**config.mk**
```make
export PLATFORM = sky130hd
export DESIGN_NAME = bias2_delta_gen_flat
export DESIGN_NICKNAME = d
export VERILOG_FILES = /design/src/rtl/bias2_pkg.sv /design/src/rtl/bias2_delta_gen_if.sv /design/src/rtl/bias2_scale_sat.sv /design/src/rtl/bias2_delta_gen.sv /design/src/flat_wrapper.sv
export SDC_FILE = /design/constraint.sdc
export NUM_CORES = 1
export LEC_CHECK = 0
export ABC_AREA = 1
export BUFFER_PORTS_ARGS = -buffer_cell sky130_fd_sc_hd__buf_2
export CAP_MARGIN = 10
export CORE_MARGIN = 2
export CORE_UTILIZATION = 56
export CTS_CLUSTER_SIZE = 30
export DETAILED_ROUTE_END_ITERATION = 12
export PLACE_DENSITY = 0.74
export SLEW_MARGIN = 20
export SYNTH_ARGS = -nofsm -noshare
export SYNTH_HDL_FRONTEND = slang
export SYNTH_SLANG_ARGS = --single-unit
export TNS_END_PERCENT = 20
```
**constraint.sdc**
```tcl
create_clock -name clk -period 2.4 [get_ports clk]
set_input_delay 0.48 -clock clk [delete_from_list [all_inputs] [get_ports clk]]
set_output_delay 0.48 -clock clk [all_outputs]
set_load 0.01 [all_outputs]
```
**src/rtl/bias2_pkg.sv**
```systemverilog
// ============================================================================
// Module      : bias2_pkg
// Description : Shared constants and FSM state type for the bias2 delta path.
// Revision    : 1.0 - initial release
// ============================================================================
`default_nettype none

package bias2_pkg;
  localparam int         N_OUT      = 5;
  localparam int         DATA_W     = 16;
  localparam logic [3:0] CMD_COMMIT = 4'b1111;

  typedef enum logic [1:0] {
    ACCUM  = 2'd0,
    SCALE  = 2'd1,
    COMMIT = 2'd2
  } state_t;
endpackage

`default_nettype wire

```
**src/rtl/bias2_delta_gen_if.sv**
```systemverilog
// ============================================================================
// Module      : bias2_delta_gen_if
// Description : Error-sample valid/ready channel feeding the bias2 delta gen.
// Revision    : 1.0 - initial release
// ============================================================================
`default_nettype none

interface bias2_delta_gen_if;
  import bias2_pkg::*;

  logic                     err_valid;
  logic                     err_ready;
  logic signed [DATA_W-1:0] err_1;
  logic signed [DATA_W-1:0] err_2;
  logic signed [DATA_W-1:0] err_3;
  logic signed [DATA_W-1:0] err_4;
  logic signed [DATA_W-1:0] err_5;

  modport master (
    output err_valid, err_1, err_2, err_3, err_4, err_5,
    input  err_ready
  );

  modport slave (
    input  err_valid, err_1, err_2, err_3, err_4, err_5,
    output err_ready
  );
endinterface

`default_nettype wire

```
**src/rtl/bias2_scale_sat.sv**
```systemverilog
// ============================================================================
// Module      : bias2_scale_sat
// Description : One lane: arithmetic shift, negate, narrow to 16 bits.
//               Clamping enabled by macro BIAS2_DELTA_SAT_EN, else wraps.
// Revision    : 1.0 - initial release
// ============================================================================
`default_nettype none

module bias2_scale_sat
  import bias2_pkg::*;
#(
  parameter int ACC_W = 24
) (
  input  wire logic signed [ACC_W-1:0]  acc,
  input  wire logic        [3:0]        shift,
  output logic signed      [DATA_W-1:0] delta,
  output logic                          sat
);

  logic signed [ACC_W-1:0] w_shr;
  logic signed [ACC_W:0]   w_neg;

  // One extra bit so negating the most negative accumulator cannot overflow.
  assign w_shr = acc >>> shift;
  assign w_neg = -((ACC_W+1)'(w_shr));

`ifdef BIAS2_DELTA_SAT_EN
  logic w_fits;

  assign w_fits = (&w_neg[ACC_W:DATA_W-1]) | ~(|w_neg[ACC_W:DATA_W-1]);
  assign sat    = ~w_fits;
  assign delta  = w_fits      ? w_neg[DATA_W-1:0] :
                  w_neg[ACC_W] ? {1'b1, {(DATA_W-1){1'b0}}} :
                                 {1'b0, {(DATA_W-1){1'b1}}};
`else
  logic w_unused_hi;

  assign w_unused_hi = ^w_neg[ACC_W:DATA_W];
  assign sat         = 1'b0;
  assign delta       = w_neg[DATA_W-1:0];
`endif

endmodule

`default_nettype wire

```
**src/rtl/bias2_delta_gen.sv**
```systemverilog
// ============================================================================
// Module      : bias2_delta_gen
// Description : Mini-batch error accumulator producing bias2 commit deltas.
//               Optional clamping via macro BIAS2_DELTA_SAT_EN.
// Revision    : 1.0 - initial release
// ============================================================================
`default_nettype none

module bias2_delta_gen
  import bias2_pkg::*;
#(
  parameter int BATCH = 4,
  parameter int ACC_W = 24
) (
  input  wire logic                     clk,
  input  wire logic                     rst_n,
  bias2_delta_gen_if.slave              err_if,
  input  wire logic [3:0]               lr_shift,
  input  wire logic                     flush,
  output logic      [3:0]               ctrl,
  output logic      [3:0]               sel,
  output logic signed [DATA_W-1:0]      deltab2_1,
  output logic signed [DATA_W-1:0]      deltab2_2,
  output logic signed [DATA_W-1:0]      deltab2_3,
  output logic signed [DATA_W-1:0]      deltab2_4,
  output logic signed [DATA_W-1:0]      deltab2_5,
  output logic                          busy,
  output logic                          sat_flag
);

  state_t                   r_state;
  state_t                   w_next;
  logic [7:0]               r_count;
  logic signed [ACC_W-1:0]  r_acc   [N_OUT];
  logic signed [DATA_W-1:0] w_err   [N_OUT];
  logic signed [DATA_W-1:0] w_delta [N_OUT];
  logic signed [DATA_W-1:0] r_delta [N_OUT];
  logic [N_OUT-1:0]         w_sat;
  logic [3:0]               r_cmd;
  logic                     r_sat;
  logic                     w_accept;
  logic                     w_last;
  logic                     w_go;

  assign w_err[0] = err_if.err_1;
  assign w_err[1] = err_if.err_2;
  assign w_err[2] = err_if.err_3;
  assign w_err[3] = err_if.err_4;
  assign w_err[4] = err_if.err_5;

  always_ff @(posedge clk or negedge rst_n) begin
    if (!rst_n) r_state <= ACCUM;
    else        r_state <= w_next;
  end

  always_comb begin
    w_next           = r_state;
    err_if.err_ready = 1'b0;
    busy             = 1'b0;
    w_accept         = 1'b0;
    w_go             = 1'b0;
    w_last           = (r_count + 8'd1) == 8'(BATCH);
    case (r_state)
      ACCUM: begin
        err_if.err_ready = 1'b1;
        w_accept         = err_if.err_valid;
        // A flush only counts if something is (or is being) accumulated.
        w_go             = (w_accept && w_last) ||
                           (flush && (w_accept || r_count != 8'd0));
        if (w_go) w_next = SCALE;
      end
      SCALE: begin
        busy   = 1'b1;
        w_next = COMMIT;
      end
      COMMIT: begin
        busy   = 1'b1;
        w_next = ACCUM;
      end
      default: w_next = ACCUM;
    endcase
  end

  generate
    for (genvar g = 0; g < N_OUT; g++) begin : g_lane
      bias2_scale_sat #(.ACC_W(ACC_W)) u_scale (
        .acc   (r_acc[g]),
        .shift (lr_shift),
        .delta (w_delta[g]),
        .sat   (w_sat[g])
      );
    end
  endgenerate

  always_ff @(posedge clk or negedge rst_n) begin
    if (!rst_n) begin
      r_count <= 8'd0;
      r_cmd   <= 4'b0000;
      r_sat   <= 1'b0;
      for (int i = 0; i < N_OUT; i++) begin
        r_acc[i]   <= '0;
        r_delta[i] <= '0;
      end
    end else begin
      case (r_state)
        ACCUM: begin
          if (w_accept) begin
            r_count <= r_count + 8'd1;
            for (int i = 0; i < N_OUT; i++)
              r_acc[i] <= r_acc[i] + ACC_W'(w_err[i]);
          end
        end
        SCALE: begin
          r_count <= 8'd0;
          r_cmd   <= CMD_COMMIT;
          r_sat   <= r_sat | (|w_sat);
          for (int i = 0; i < N_OUT; i++) begin
            r_acc[i]   <= '0;
            r_delta[i] <= w_delta[i];
          end
        end
        COMMIT:  r_cmd <= 4'b0000;
        default: r_cmd <= 4'b0000;
      endcase
    end
  end

  assign ctrl      = r_cmd;
  assign sel       = r_cmd;
  assign sat_flag  = r_sat;
  assign deltab2_1 = r_delta[0];
  assign deltab2_2 = r_delta[1];
  assign deltab2_3 = r_delta[2];
  assign deltab2_4 = r_delta[3];
  assign deltab2_5 = r_delta[4];

endmodule

`default_nettype wire

```
**src/flat_wrapper.sv**
```systemverilog
// flat-port wrapper written by rule: the top's interface ports become plain ports
module bias2_delta_gen_flat import bias2_pkg::*;
#(
  parameter int BATCH = 4,
  parameter int ACC_W = 24
)
  (clk, rst_n, lr_shift, flush, ctrl, sel, deltab2_1, deltab2_2, deltab2_3, deltab2_4, deltab2_5, busy, sat_flag, err_if_err_valid, err_if_err_1, err_if_err_2, err_if_err_3, err_if_err_4, err_if_err_5, err_if_err_ready);
  bias2_delta_gen_if err_if_i ();
  input  wire logic clk;
  input  wire logic rst_n;
  input  wire logic [3:0] lr_shift;
  input  wire logic flush;
  output logic      [3:0] ctrl;
  output logic      [3:0] sel;
  output logic signed [DATA_W-1:0] deltab2_1;
  output logic signed [DATA_W-1:0] deltab2_2;
  output logic signed [DATA_W-1:0] deltab2_3;
  output logic signed [DATA_W-1:0] deltab2_4;
  output logic signed [DATA_W-1:0] deltab2_5;
  output logic busy;
  output logic sat_flag;
  input wire logic [$bits(err_if_i.err_valid)-1:0] err_if_err_valid;
  input wire logic [$bits(err_if_i.err_1)-1:0] err_if_err_1;
  input wire logic [$bits(err_if_i.err_2)-1:0] err_if_err_2;
  input wire logic [$bits(err_if_i.err_3)-1:0] err_if_err_3;
  input wire logic [$bits(err_if_i.err_4)-1:0] err_if_err_4;
  input wire logic [$bits(err_if_i.err_5)-1:0] err_if_err_5;
  output wire logic [$bits(err_if_i.err_ready)-1:0] err_if_err_ready;
  assign err_if_i.err_valid = err_if_err_valid;
  assign err_if_i.err_1 = err_if_err_1;
  assign err_if_i.err_2 = err_if_err_2;
  assign err_if_i.err_3 = err_if_err_3;
  assign err_if_i.err_4 = err_if_err_4;
  assign err_if_i.err_5 = err_if_err_5;
  assign err_if_err_ready = err_if_i.err_ready;
  bias2_delta_gen #(.BATCH(BATCH), .ACC_W(ACC_W)) u_core (.clk(clk), .rst_n(rst_n), .err_if(err_if_i), .lr_shift(lr_shift), .flush(flush), .ctrl(ctrl), .sel(sel), .deltab2_1(deltab2_1), .deltab2_2(deltab2_2), .deltab2_3(deltab2_3), .deltab2_4(deltab2_4), .deltab2_5(deltab2_5), .busy(busy), .sat_flag(sat_flag));
endmodule
```
==> summary.md <==
| Metric | Value |
|---|---|
| Clk buf depth | 3 |
| Ranking of synthesized cells by instance count | 1282 x nand2_1, 626 x nand3_1, 217 x nor2_1 |
| Hold Path Class | primary input to flip-flop |
| Post-synthesis adder-cell area fraction | 7.81% |
| Most frequent cell after synthesis | nand2_1 |
| R2r setup slk | about 0.088 ns |
| Initial DRC Count | 2672 |
| Vias in the first global route | 22.9k |
| # DRC | 0 |
| Maximum clock frequency | 0.433 GHz |
| Startpoint Class | flip-flop |
| Placed Cells incl. Taps | around 4.3k |
| Final Util | 67.3% |
| Initial antenna violation count | 0 |
| Clock slew at reported path FFs | 0.07 ns |
| Layout cells sized above 1 | between 10% and 20% |
| Cells after Synth | approximately 3.5k |
| Part of the Yosys area used for sequential elements | 25.0% |
| Top cells by area, synth | dfrtp_1 25%, nand2_1 23%, nand3_1 15%, ha_1 7.3%, o21ai_0 4.2% |
| DIE AREA | 0.0393 sq mm |
| Post-Synth Simple-Gate Area | 45.7% |
| Fin cells | 4300 |
| Worst Path Required | 2.83 ns |
| Area Growth Syn to Fin | 19.0% |
| Netlist Area Pre-Place | between 0.02 and 0.025 sq mm |
| Crit-path max FO | 5 |
| Post-synth top area share | 25.0% |
| Diodes inserted | 0 |
| Yosys warnings | 0 |
| First-pass GRT wire length | 119000 microns |
| Overflow after GRT | 0 |
| Synth Area in Compound Gates | a little over an eighth |
| Vias after detailed routing | 25.3k |
| Worst skew pair latency | 0.55 ns |
| Port Buf Inserts | 177 |
| Htree depth | 1 |
| Period minus WS final | between 2 and 2.5 ns |
| Post-synthesis mux area share | 0% |
| Leak | 13.3 nW |
| Register bit count reported by yosys | ~210 |
| Post-synth ARST share | 100% |
| Largest family of logic cells by synthesized area | simple AND/OR/NAND/NOR gates |
| Largest net degree at the start of global routing | 66 |
| # Max-Cap Violations | 0 |
| DR vias/cell | 5.88 |
| Final Hold Viols | 0 |
| Data arrival time of the worst path | 2.74 ns |
| Setup Crit Path Kind | flip-flop to flip-flop |
| Wire per inst | 17.1 microns |
| Antenna Nets Post-Route | 0 |
| Unique masters post-synth | 46 |
| Root buf cell | clkbuf_16 |
| Die Y-Extent | 198 microns |
| Outcome | complete, no violations |
| Std-Cell Rows | between 70 and 80 |
| IO Pins | around 180 |
| Number of synthesized flops with an enable pin | 0 |
| Final Wtd Congestion | 0.968 |
| Cts bufs inserted | 25 |
| Slew Viols, Final | 0 |
| Synth area leader | dfrtp_1 |
| Critical Path Sink Type | flip-flop |
| Worst VDD drop | about 0.87 mV |
| Max_slew headroom | a little over half |
| Sink Count | 211 |
| Top_reg_cell synth | dfrtp_1 |
| CTS tree | built |
| Period utilisation layout | 96.3% |
| Xor and xnor area share after synthesis | 1.53% |
| Drt first pass iters | 8 |
| CORE AREA | 0.0374 sq mm |
| Mapped Nets | 3674 |
| Post-DP HPWL | 57500 microns |
| Actual slew at the worst max-slew pin | between 0.6 and 0.7 ns |
| Total negative slack | 0 ns |
| Initial Utilization | 56.6% |
| Clock Skew | 0.0126 ns |
| Final setup vio count | 0 |
| Final net count | 3987 |
| PD cells | 1140 mW/mm^2 |
| Syn Area/Cell | 6.12 sq um |
| Fillers | 3411 |
| Die X | just under 200 microns |
| Post-Route WL | 73700 microns |
| Total global-route track usage | 37.4% |
report_power, final:
part           switching, W  leakage (nW)  internal [W]  total [W]
Sequential          0.00184          2.63       0.00516    0.00699
Combinational        0.0109          10.3       0.00663     0.0176
Clock               0.00167         0.418       0.00253    0.00420
through the flow:
| step | instance area (sq um) | power, W | worst slack (ns) | hold slack [ns] |
|---|---|---|---|---|
| after floorplan | 21200 | 0.0177 | 0.0699 | 0.184 |
| after global placement | 24200 | 0.0235 | -0.240 | 0.402 |
| after detailed placement | 24200 | 0.0239 | -0.260 | 0.404 |
| after CTS | 25100 | 0.0283 | 0.0283 | 0.265 |
| after global routing | 25200 | 0.0311 | -0.0457 | 0.289 |
| final | 25200 | 0.0288 | 0.0884 | 0.275 |
repair_timing:
item,in CTS,in global routing
hold buffers,1,0
cloned,0,0
pin swaps,1,1
resized for setup,1,15
setup buffers,1,1
endpoints found under the hold margin,37,0
setup endpoints to repair,1,19
area by class of cell:
type / instances / area (sq um) / area share [%]
clock buffer: 30 / 664 / 2.64
clock inverter: 16 / 231 / 0.920
inverter: 185 / 702 / 2.79
multi-input combinational: 2906 / 14500 / 57.5
sequential: 211 / 5280 / 21.0
tap: 511 / 639 / 2.54
timing repair buffer: 441 / 3170 / 12.6
cell usage in the layout (no fill, tap or decap), types with 26 or more instances in the layout:
| cell | Yosys | routed |
|---|---|---|
| buf_4 | 15 | 242 |
| ha_1 | 124 | 121 |
| inv_1 | 159 | 159 |
| nand3_1 | 626 | 626 |
| dfrtp_1 | 211 | 211 |
| a21oi_1 | 158 | 155 |
| nand2_1 | 1282 | 1281 |
| nand4_1 | 26 | 26 |
| buf_2 | 53 | 174 |
| nor2_1 | 217 | 216 |
| xor2_1 | 35 | 35 |
| a21o_1 | 28 | 28 |
| o21ai_0 | 179 | 173 |
final timing paths:
path                                          start                  end  cells after the start
worst max-delay path                u_core.r_acc[9]     u_core.r_acc[19]                     10
worst min-delay path                err_if_err_3[0]     u_core.r_acc[48]                      3
worst max register to register      u_core.r_acc[9]     u_core.r_acc[19]                     10
worst min register to register  u_core.deltab2_3[1]  u_core.deltab2_3[1]                      2
max in group asynchronous                     rst_n  u_core.deltab2_5[8]                      3
min in group asynchronous                     rst_n       u_core.ctrl[2]                      2
metal layers:
layer  share of wire (%)  vias to the layer above  track usage, %
met4                 1.9                        0            7.27
li1                    -                    12225               -
met1                  46                    11658            56.0
met5                   0                        -               0
met2                  42                     1248            56.5
met3                 9.9                      135            6.03
worst max-delay path, cell delays in order, from the launching register on:
cell     delay [ns]
dfrtp_1        0.46
ha_1           0.40
nand2_1        0.10
o21ai_0        0.34
inv_1          0.09
nand2_1        0.08
a21oi_1        0.08
o21ai_0        0.35
a21oi_1        0.11
o21ai_0        0.11
nand2_1        0.07
cell families after synthesis:
family / after synthesis
simple gates: 2255
fa+ha+maj: 129
xor+xnor: 37
buf+inv: 340
other cells: 1
flops: 211
compound gates: 484
flip-flops by register name (all words and copies together) (netlist names):
| signal | cells |
|---|---|
| u_core.ctrl | 1 |
| u_core.deltab2_1 | 16 |
| u_core.deltab2_2 | 16 |
| u_core.deltab2_3 | 16 |
| u_core.deltab2_4 | 16 |
| u_core.deltab2_5 | 16 |
| u_core.r_acc | 120 |
| u_core.r_count | 8 |
| u_core.r_state | 2 |
(Power assumes the default switching activity.)
